**src/rtl/left_shift_arbiter_if.sv**
```systemverilog
// left_shift_arbiter_if: requester and consumer valid/ready bundle for left_shift_arbiter.
interface left_shift_arbiter_if #(
    parameter int width = 8,
    parameter int reqCount = 4
);
    localparam int sw = $clog2(width);
    localparam int iw = $clog2(reqCount);
    logic [reqCount-1:0] reqValid;
    logic [reqCount-1:0] reqReady;
    logic [reqCount*width-1:0] reqBits;
    logic [reqCount*sw-1:0] reqShift;
    logic outValid;
    logic outReady;
    logic [width-1:0] outBits;
    logic [iw-1:0] outId;
    modport master (
        output reqValid, reqBits, reqShift, outReady,
        input reqReady, outValid, outBits, outId
    );
    modport slave (
        input reqValid, reqBits, reqShift, outReady,
        output reqReady, outValid, outBits, outId
    );
endinterface

```
**src/rtl/left_shift_arbiter.sv**
```systemverilog
// left_shift_arbiter: round-robin share of one left shifter among requesters, one registered result slot.
module left_shift_arbiter #(
    parameter int width = 8,
    parameter int reqCount = 4
) (
    input logic clk,
    input logic rst_n,
    left_shift_arbiter_if.slave bus
);
    localparam int sw = $clog2(width);
    localparam int iw = $clog2(reqCount);
    logic [iw-1:0] ptr;
    logic [iw-1:0] grant;
    logic [iw-1:0] idx;
    logic found;
    logic free;
    logic accept;
    logic [width-1:0] operand;
    logic [sw-1:0] shamt;
    logic [width-1:0] shifted;
    assign free = rst_n && (!bus.outValid || bus.outReady);
    // descending scan so the requester closest above ptr wins
    always_comb begin
        grant = ptr;
        found = 1'b0;
        idx = '0;
        for (int k = reqCount - 1; k >= 0; k--) begin
            idx = iw'((int'(ptr) + k) % reqCount);
            if (bus.reqValid[idx]) begin
                grant = idx;
                found = 1'b1;
            end
        end
    end
    assign accept = free && found;
    assign bus.reqReady = accept ? reqCount'(1) << grant : '0;
    assign operand = bus.reqBits[grant*width +: width];
    assign shamt = bus.reqShift[grant*sw +: sw];
    assign shifted = operand << shamt;
    always_ff @(posedge clk or negedge rst_n) begin
        if (!rst_n) begin
            bus.outValid <= 1'b0;
            bus.outBits <= '0;
            bus.outId <= '0;
            ptr <= '0;
        end else if (accept) begin
            bus.outValid <= 1'b1;
            bus.outBits <= shifted;
            bus.outId <= grant;
            ptr <= (grant == iw'(reqCount - 1)) ? '0 : grant + 1'b1;
        end else if (bus.outReady) begin
            bus.outValid <= 1'b0;
        end
    end
endmodule

```
**src/flat_wrapper.sv**
```systemverilog
// flat-port wrapper written by rule: the top's interface ports become plain ports
module left_shift_arbiter_flat 
#(
    parameter int width = 8,
    parameter int reqCount = 4
)
  (clk, rst_n, bus_reqValid, bus_reqBits, bus_reqShift, bus_outReady, bus_reqReady, bus_outValid, bus_outBits, bus_outId);
  left_shift_arbiter_if #(.width(width), .reqCount(reqCount)) bus_i ();
  input logic clk;
  input logic rst_n;
  input wire logic [$bits(bus_i.reqValid)-1:0] bus_reqValid;
  input wire logic [$bits(bus_i.reqBits)-1:0] bus_reqBits;
  input wire logic [$bits(bus_i.reqShift)-1:0] bus_reqShift;
  input wire logic [$bits(bus_i.outReady)-1:0] bus_outReady;
  output wire logic [$bits(bus_i.reqReady)-1:0] bus_reqReady;
  output wire logic [$bits(bus_i.outValid)-1:0] bus_outValid;
  output wire logic [$bits(bus_i.outBits)-1:0] bus_outBits;
  output wire logic [$bits(bus_i.outId)-1:0] bus_outId;
  assign bus_i.reqValid = bus_reqValid;
  assign bus_i.reqBits = bus_reqBits;
  assign bus_i.reqShift = bus_reqShift;
  assign bus_i.outReady = bus_outReady;
  assign bus_reqReady = bus_i.reqReady;
  assign bus_outValid = bus_i.outValid;
  assign bus_outBits = bus_i.outBits;
  assign bus_outId = bus_i.outId;
  left_shift_arbiter #(.width(width), .reqCount(reqCount)) u_core (.clk(clk), .rst_n(rst_n), .bus(bus_i));
endmodule
```
**config.mk**
```make
export PLATFORM = sky130hd
export DESIGN_NAME = left_shift_arbiter_flat
export DESIGN_NICKNAME = d
export VERILOG_FILES = /design/src/rtl/left_shift_arbiter_if.sv /design/src/rtl/left_shift_arbiter.sv /design/src/flat_wrapper.sv
export SDC_FILE = /design/constraint.sdc
export NUM_CORES = 1
export LEC_CHECK = 0
export CAP_MARGIN = 0
export CELL_PAD_IN_SITES_DETAIL_PLACEMENT = 1
export CELL_PAD_IN_SITES_GLOBAL_PLACEMENT = 1
export CORE_ASPECT_RATIO = 0.9
export CORE_MARGIN = 2
export CORE_UTILIZATION = 28
export CTS_CLUSTER_DIAMETER = 200
export DETAILED_ROUTE_END_ITERATION = 16
export GPL_TIMING_DRIVEN = 1
export PLACE_DENSITY = 0.81
export SLEW_MARGIN = 30
export SYNTH_ARGS = -nofsm -noshare
export SYNTH_HDL_FRONTEND = slang
export SYNTH_SLANG_ARGS = --single-unit
```
**constraint.sdc**
```tcl
create_clock -name clk -period 3.2 [get_ports clk]
set_input_delay 0.32 -clock clk [delete_from_list [all_inputs] [get_ports clk]]
set_output_delay 0.32 -clock clk [all_outputs]
set_load 0.02 [all_outputs]
```
* Word-level counts from Yosys, hierarchy flattened
Index checks and enable logic that the tools add are counted.
Word-level totals: flip-flop bits (word level) 13, logic and storage cells 43
Operators by class: add/subtract/negate cells 4, multipliers 1, magnitude comparators 4, eq/ne operators 1, shift operators 4, multiplexer cells 20, reduce and logical (&&, ||, !) cells 5
Operator list (count):
- $shiftx 32x6->8 | 1
- $lt 2x3->1 const B | 4
- $shiftx 12x5->3 | 1
- $mux 1 | 10
- $mux 2 | 5
- $bmux 1 s2 | 4
- $shl 8x3->8 | 1
- $add 2x1->2 const B | 2
- $add 2x2->2 const B | 2
- $mul 2x2->4 const B | 1
- $mux 4 | 1
- $shl 1x2->4 const A | 1
- $eq 2x2->1 const B | 1
- $logic_and 1x1->1 | 2
- $reduce_bool 2->1 | 1
- $logic_not 1->1 | 1
- $logic_or 1x1->1 | 1

* Logic depth before layout (Yosys ltp)
word-level depth 10, gate-level depth with buffers 11, depth with buffers taken out 9

* Worst setup path before layout
No wires, ideal clock.
path kind flip-flop to flip-flop, from register u_core.ptr[1], to register u_core.bus.outBits[7], library setup time 0.126 ns, arrival time 2.387 ns, data required time 3.074 ns, path slack 0.687 ns, stages on the path, launching flop included 11, buffers on the path 2, period minus slack after synthesis 2.513 ns, cell sequence dfrtp_1 nor2b_2 a2111o_1 buf_6 nand2_8 buf_2 mux2_2 o221ai_1 o211ai_1 o211a_1 a221o_1
Between the ends: word-level cells in the longest chain between the ends 10, elaborated cells on any way between the ends 24
RTL lines:
- start, declared | line left_shift_arbiter.sv:12 | logic [iw-1:0] ptr;
- start signal, assigned | line left_shift_arbiter.sv:50 | ptr <= (grant == iw'(reqCount - 1)) ? '0 : grant + 1'b1;
- $add 2x2->2 | line left_shift_arbiter.sv:28 | idx = iw'((int'(ptr) + k) % reqCount);
- $bmux 1 s2 | line left_shift_arbiter.sv:29 | if (bus.reqValid[idx]) begin
- $mux 1 (not written as such) | line left_shift_arbiter.sv:29
- $mux 2 (3 in a row) | line left_shift_arbiter.sv:29
- $mux 2 * | line left_shift_arbiter.sv:29
- via u_core.grant[1] | line left_shift_arbiter.sv:13 | logic [iw-1:0] grant;
- $mul 2x2->4 | line left_shift_arbiter.sv:38 | assign shamt = bus.reqShift[grant*sw +: sw];
- $shiftx 12x5->3 | line left_shift_arbiter.sv:38
- $shl 8x3->8 * | line left_shift_arbiter.sv:39 | assign shifted = operand << shamt;
- end signal, assigned | line left_shift_arbiter.sv:48 | bus.outBits <= shifted;
- end, declared | line left_shift_arbiter_if.sv:22 | output reqReady, outValid, outBits, outId
Mark *: on every way through the listed nets, which the timed path passes. The rest lies on a longest branch. The select of a mux whose other input is x is not followed. A chain may end at the register's enable or synchronous reset.

* Worst setup path in the final report
from input port bus_reqValid[2], to output port bus_reqReady[0]
Between the ends: word-level cells in the longest chain between the ends 8, elaborated cells on any way between the ends 19
RTL lines:
- start, declared | line flat_wrapper.sv:11 | input wire logic [$bits(bus_i.reqValid)-1:0] bus_reqValid;
- $bmux 1 s2 | line left_shift_arbiter.sv:29
- $mux 1 (not written as such) | line left_shift_arbiter.sv:29
- $mux 2 or $mux 1 (tied branches) (4 in a row) | line left_shift_arbiter.sv:29
- $shl 1x2->4 or $logic_and 1x1->1 (tied branches) | line left_shift_arbiter.sv:36, left_shift_arbiter.sv:35
- $mux 4 * | line left_shift_arbiter.sv:36 | assign bus.reqReady = accept ? reqCount'(1) << grant : '0;
- end, declared | line flat_wrapper.sv:15 | output wire logic [$bits(bus_i.reqReady)-1:0] bus_reqReady;
Mark *: on every way between the ends. The rest lies on a longest branch, timed or not. The select of a mux whose other input is x is not followed.

==> impl_metrics.py <==
metrics = {
    "routing": {
        "wl_per_cell_microns": 14.7,
        "ant_nets": 0,
        "wl_microns": 4300,
        "drcViolationCount": 0,
        "via_count": 1498,
        "dr.pass1.iters": 4,
        "viasPerCell": 5.11,
        "drtIter0Drc": 49,
    },
    "final_layout": {
        "nNetsFinal": 287,
        "layoutNonFillerInstCount": 293,
        "area_growth_pct": 58.8,
        "antenna_cells": 0,
        "drive_gt1_frac": 0.139,
        "post-route-util": 0.468,
    },
    "global_route": {
        "grt_pass1_wl_microns": 7560,
        "antenna_found_initial": 0,
        "grt_max_degree": 19,
        "grt.total_usage": 0.173,
        "grt_pass1_vias": 1623,
        "gr-total-overflow": 0,
    },
    "logic_synthesis": {
        "yosys-top-cells-area": "dfrtp_1, nand2_1, o211ai_1",
        "yosysMostFrequentCell": "nand2_1",
        "syn_area_sq_um": 1330,
        "synth-seq-cells": 13,
        "synth_enable_flop_cells": 0,
        "synth.distinct_cells": 45,
        "synthTopCellsByCount": "nand2_1, nand3_1, dfrtp_1",
        "async_reset_ff_frac": 1.00,
        "synth_cells": 163,
        "syn-num-nets": 218,
        "synth_flop_cell": "dfrtp_1",
        "avgSynthCellArea_sq_um": 8.17,
        "synth_top_area_share": 0.244,
        "netlist.top_cell.by_area": "dfrtp_1",
        "seq_area_frac_synth": 0.244,
        "ys_warn_count": 0,
    },
    "worst_setup_path": {
        "path_max_fanout": 18,
        "cp.required_ns": 2.88,
        "critPathArrivalTime_ns": 2.74,
        "startpoint_type": "primary input",
        "worstSetupPathType": "primary input to output pin",
        "ff2ff_setup_slack_ns": 0.43,
        "cp-end-kind": "output pin",
    },
    "run": {
        "maxCapViolCount": 0,
    },
    "power_and_ir_drop": {
        "ir_worst_vdd_mv": 0.243,
        "p_per_area_nw_per_um2": 717,
        "p_leak_nw": 0.860,
        "finalPower_mw": 1.52,
    },
    "die": {
        "die_height_microns": 69.4,
        "rows": 23,
        "coreArea_sq_um": 4520,
        "io_pins": 66,
        "initial_core_util": 0.295,
        "die-width_microns": 76.7,
        "die-area_sq_um": 5320,
    },
    "place": {
        "dpl.cell_count": 289,
        "portBuffers": 65,
        "routabilityCongestion": 0.897,
        "dp_hpwl_microns": 3630,
    },
    "min_path": {
        "hp-class": "primary input to asynchronous set/reset pin",
    },
    "timing": {
        "hold_viol_final": 0,
        "period_share": 0.956,
        "finalMaxSlewViolations": 0,
        "slew_headroom": 0.612,
        "holdWs_ns": 0.433,
        "clock_skew_ns": 0.00337,
        "period_needed_ns": 3.06,
        "worst_pin_slew_ns": 0.574,
        "final-setup-viol-count": 0,
        "max_freq_mhz": 327,
        "rsz0062_at_grt": "no",
    },
    "cts": {
        "clkTransAtPathRegs_ns": 0.06,
        "cts_max_path_buffers": 2,
        "cts_tree": "yes",
        "cts_buffers": 3,
        "clock_sink_count": 13,
        "insertion_delay_ns": 0.25,
        "root_buffer": "clkbuf_8",
        "htreeDepth": 1,
        "post_cts_buffers": 0,
    },
    "outcome": {
        "outcome": "finished clean",
    },
}
-- registers in the layout (all words and copies together), names as in the netlist --
| register | cells |
|---|---|
| u_core.bus.outId | 2 |
| u_core.bus.outValid | 1 |
| u_core.bus.outBits | 8 |
| u_core.ptr | 2 |
-- power breakdown --
group	switching [mW]	total (mW)	internal [mW]
Combinational	0.601	1.09	0.491
Clock	0.0608	0.149	0.0881
Sequential	0.0478	0.276	0.228
Total	0.709	1.52	0.808
-- layout make-up --
class | instances | area, sq um
Inverter | 3 | 13.8
Fill cell | 571 | 2400
Tap cell | 62 | 77.6
Clock buffer | 4 | 45.0
Sequential cell | 13 | 325
Timing Repair Buffer | 74 | 718
Multi-Input combinational cell | 137 | 935
-- per-layer routing --
layer	global-route usage	routed length [microns]
met4	0.0586	61
met3	0.0273	161
met1	0.222	2000
met2	0.293	2080
met5	0	0
-- repair_timing --
item,in CTS,in global routing
resized for setup,1,0
hold buffers,0,0
endpoints found under the setup margin,1,0
-- cells in the final DEF (no fill, tap or decap), types with 2 or more instances in the layout --
cell type	instances
clkdlybuf4s50_1	65
nand2_1	26
nand3_1	14
dfrtp_1	13
o211ai_1	12
o21ai_0	10
buf_4	9
nor2_1	7
and2_1	7
mux2i_1	7
a21oi_1	6
nor2b_1	4
o21ai_1	4
ha_1	4
a32o_2	3
clkbuf_8	3
o211a_1	2
nor3_1	2
nand2b_1	2
mux2_2	2
and3_4	2
or2_1	2
a221oi_2	2
a32o_1	2
-- final timing paths --
kind	depth (start not counted)	to	startpoint
worst max-delay path	8	bus_reqReady[0]	bus_reqValid[2]
worst min-delay path	2	u_core.ptr[0]	rst_n
worst max register to register	8	u_core.bus.outBits[7]	u_core.ptr[1]
worst min register to register	2	u_core.bus.outBits[2]	u_core.bus.outBits[2]
max in group asynchronous	2	u_core.bus.outBits[7]	rst_n
min in group clk	2	u_core.bus.outBits[2]	u_core.bus.outBits[2]
-- logic make-up (layout without fill, tap and decap cells) --
family | after synthesis | after routing | share of synthesized area
AND/OR/NAND/NOR | 69 | 69 | 0.271
AO/OA/AOI/OAI | 54 | 54 | 0.312
flip-flops | 13 | 13 | 0.244
buffers and inverters | 13 | 81 | 0.0545
multiplexers | 10 | 10 | 0.0808
adder cells (fa/ha/maj) | 4 | 4 | 0.0376
-- through the flow --
| stage | TNS (ns) | instance area [sq um] | setup slack [ns] |
|---|---|---|---|
| floorplan | 0 | 1330 | 0.687 |
| global placement | 0 | 2070 | 0.118 |
| detailed placement | -0.0133 | 2070 | -0.00919 |
| CTS | 0 | 2110 | 0.124 |
| global route | 0 | 2110 | 0.0120 |
| finish | 0 | 2110 | 0.142 |
-- worst max-delay path, cell delays in order --
cell and delay, ns:
clkdlybuf4s50_1 0.48, nor2b_1 0.21, o21ai_2 0.48, nand2_8 0.19
inv_4 0.18, ha_1 0.16, and2_1 0.11, clkdlybuf4s50_1 0.60
Power figures use the tool's default switching activity.
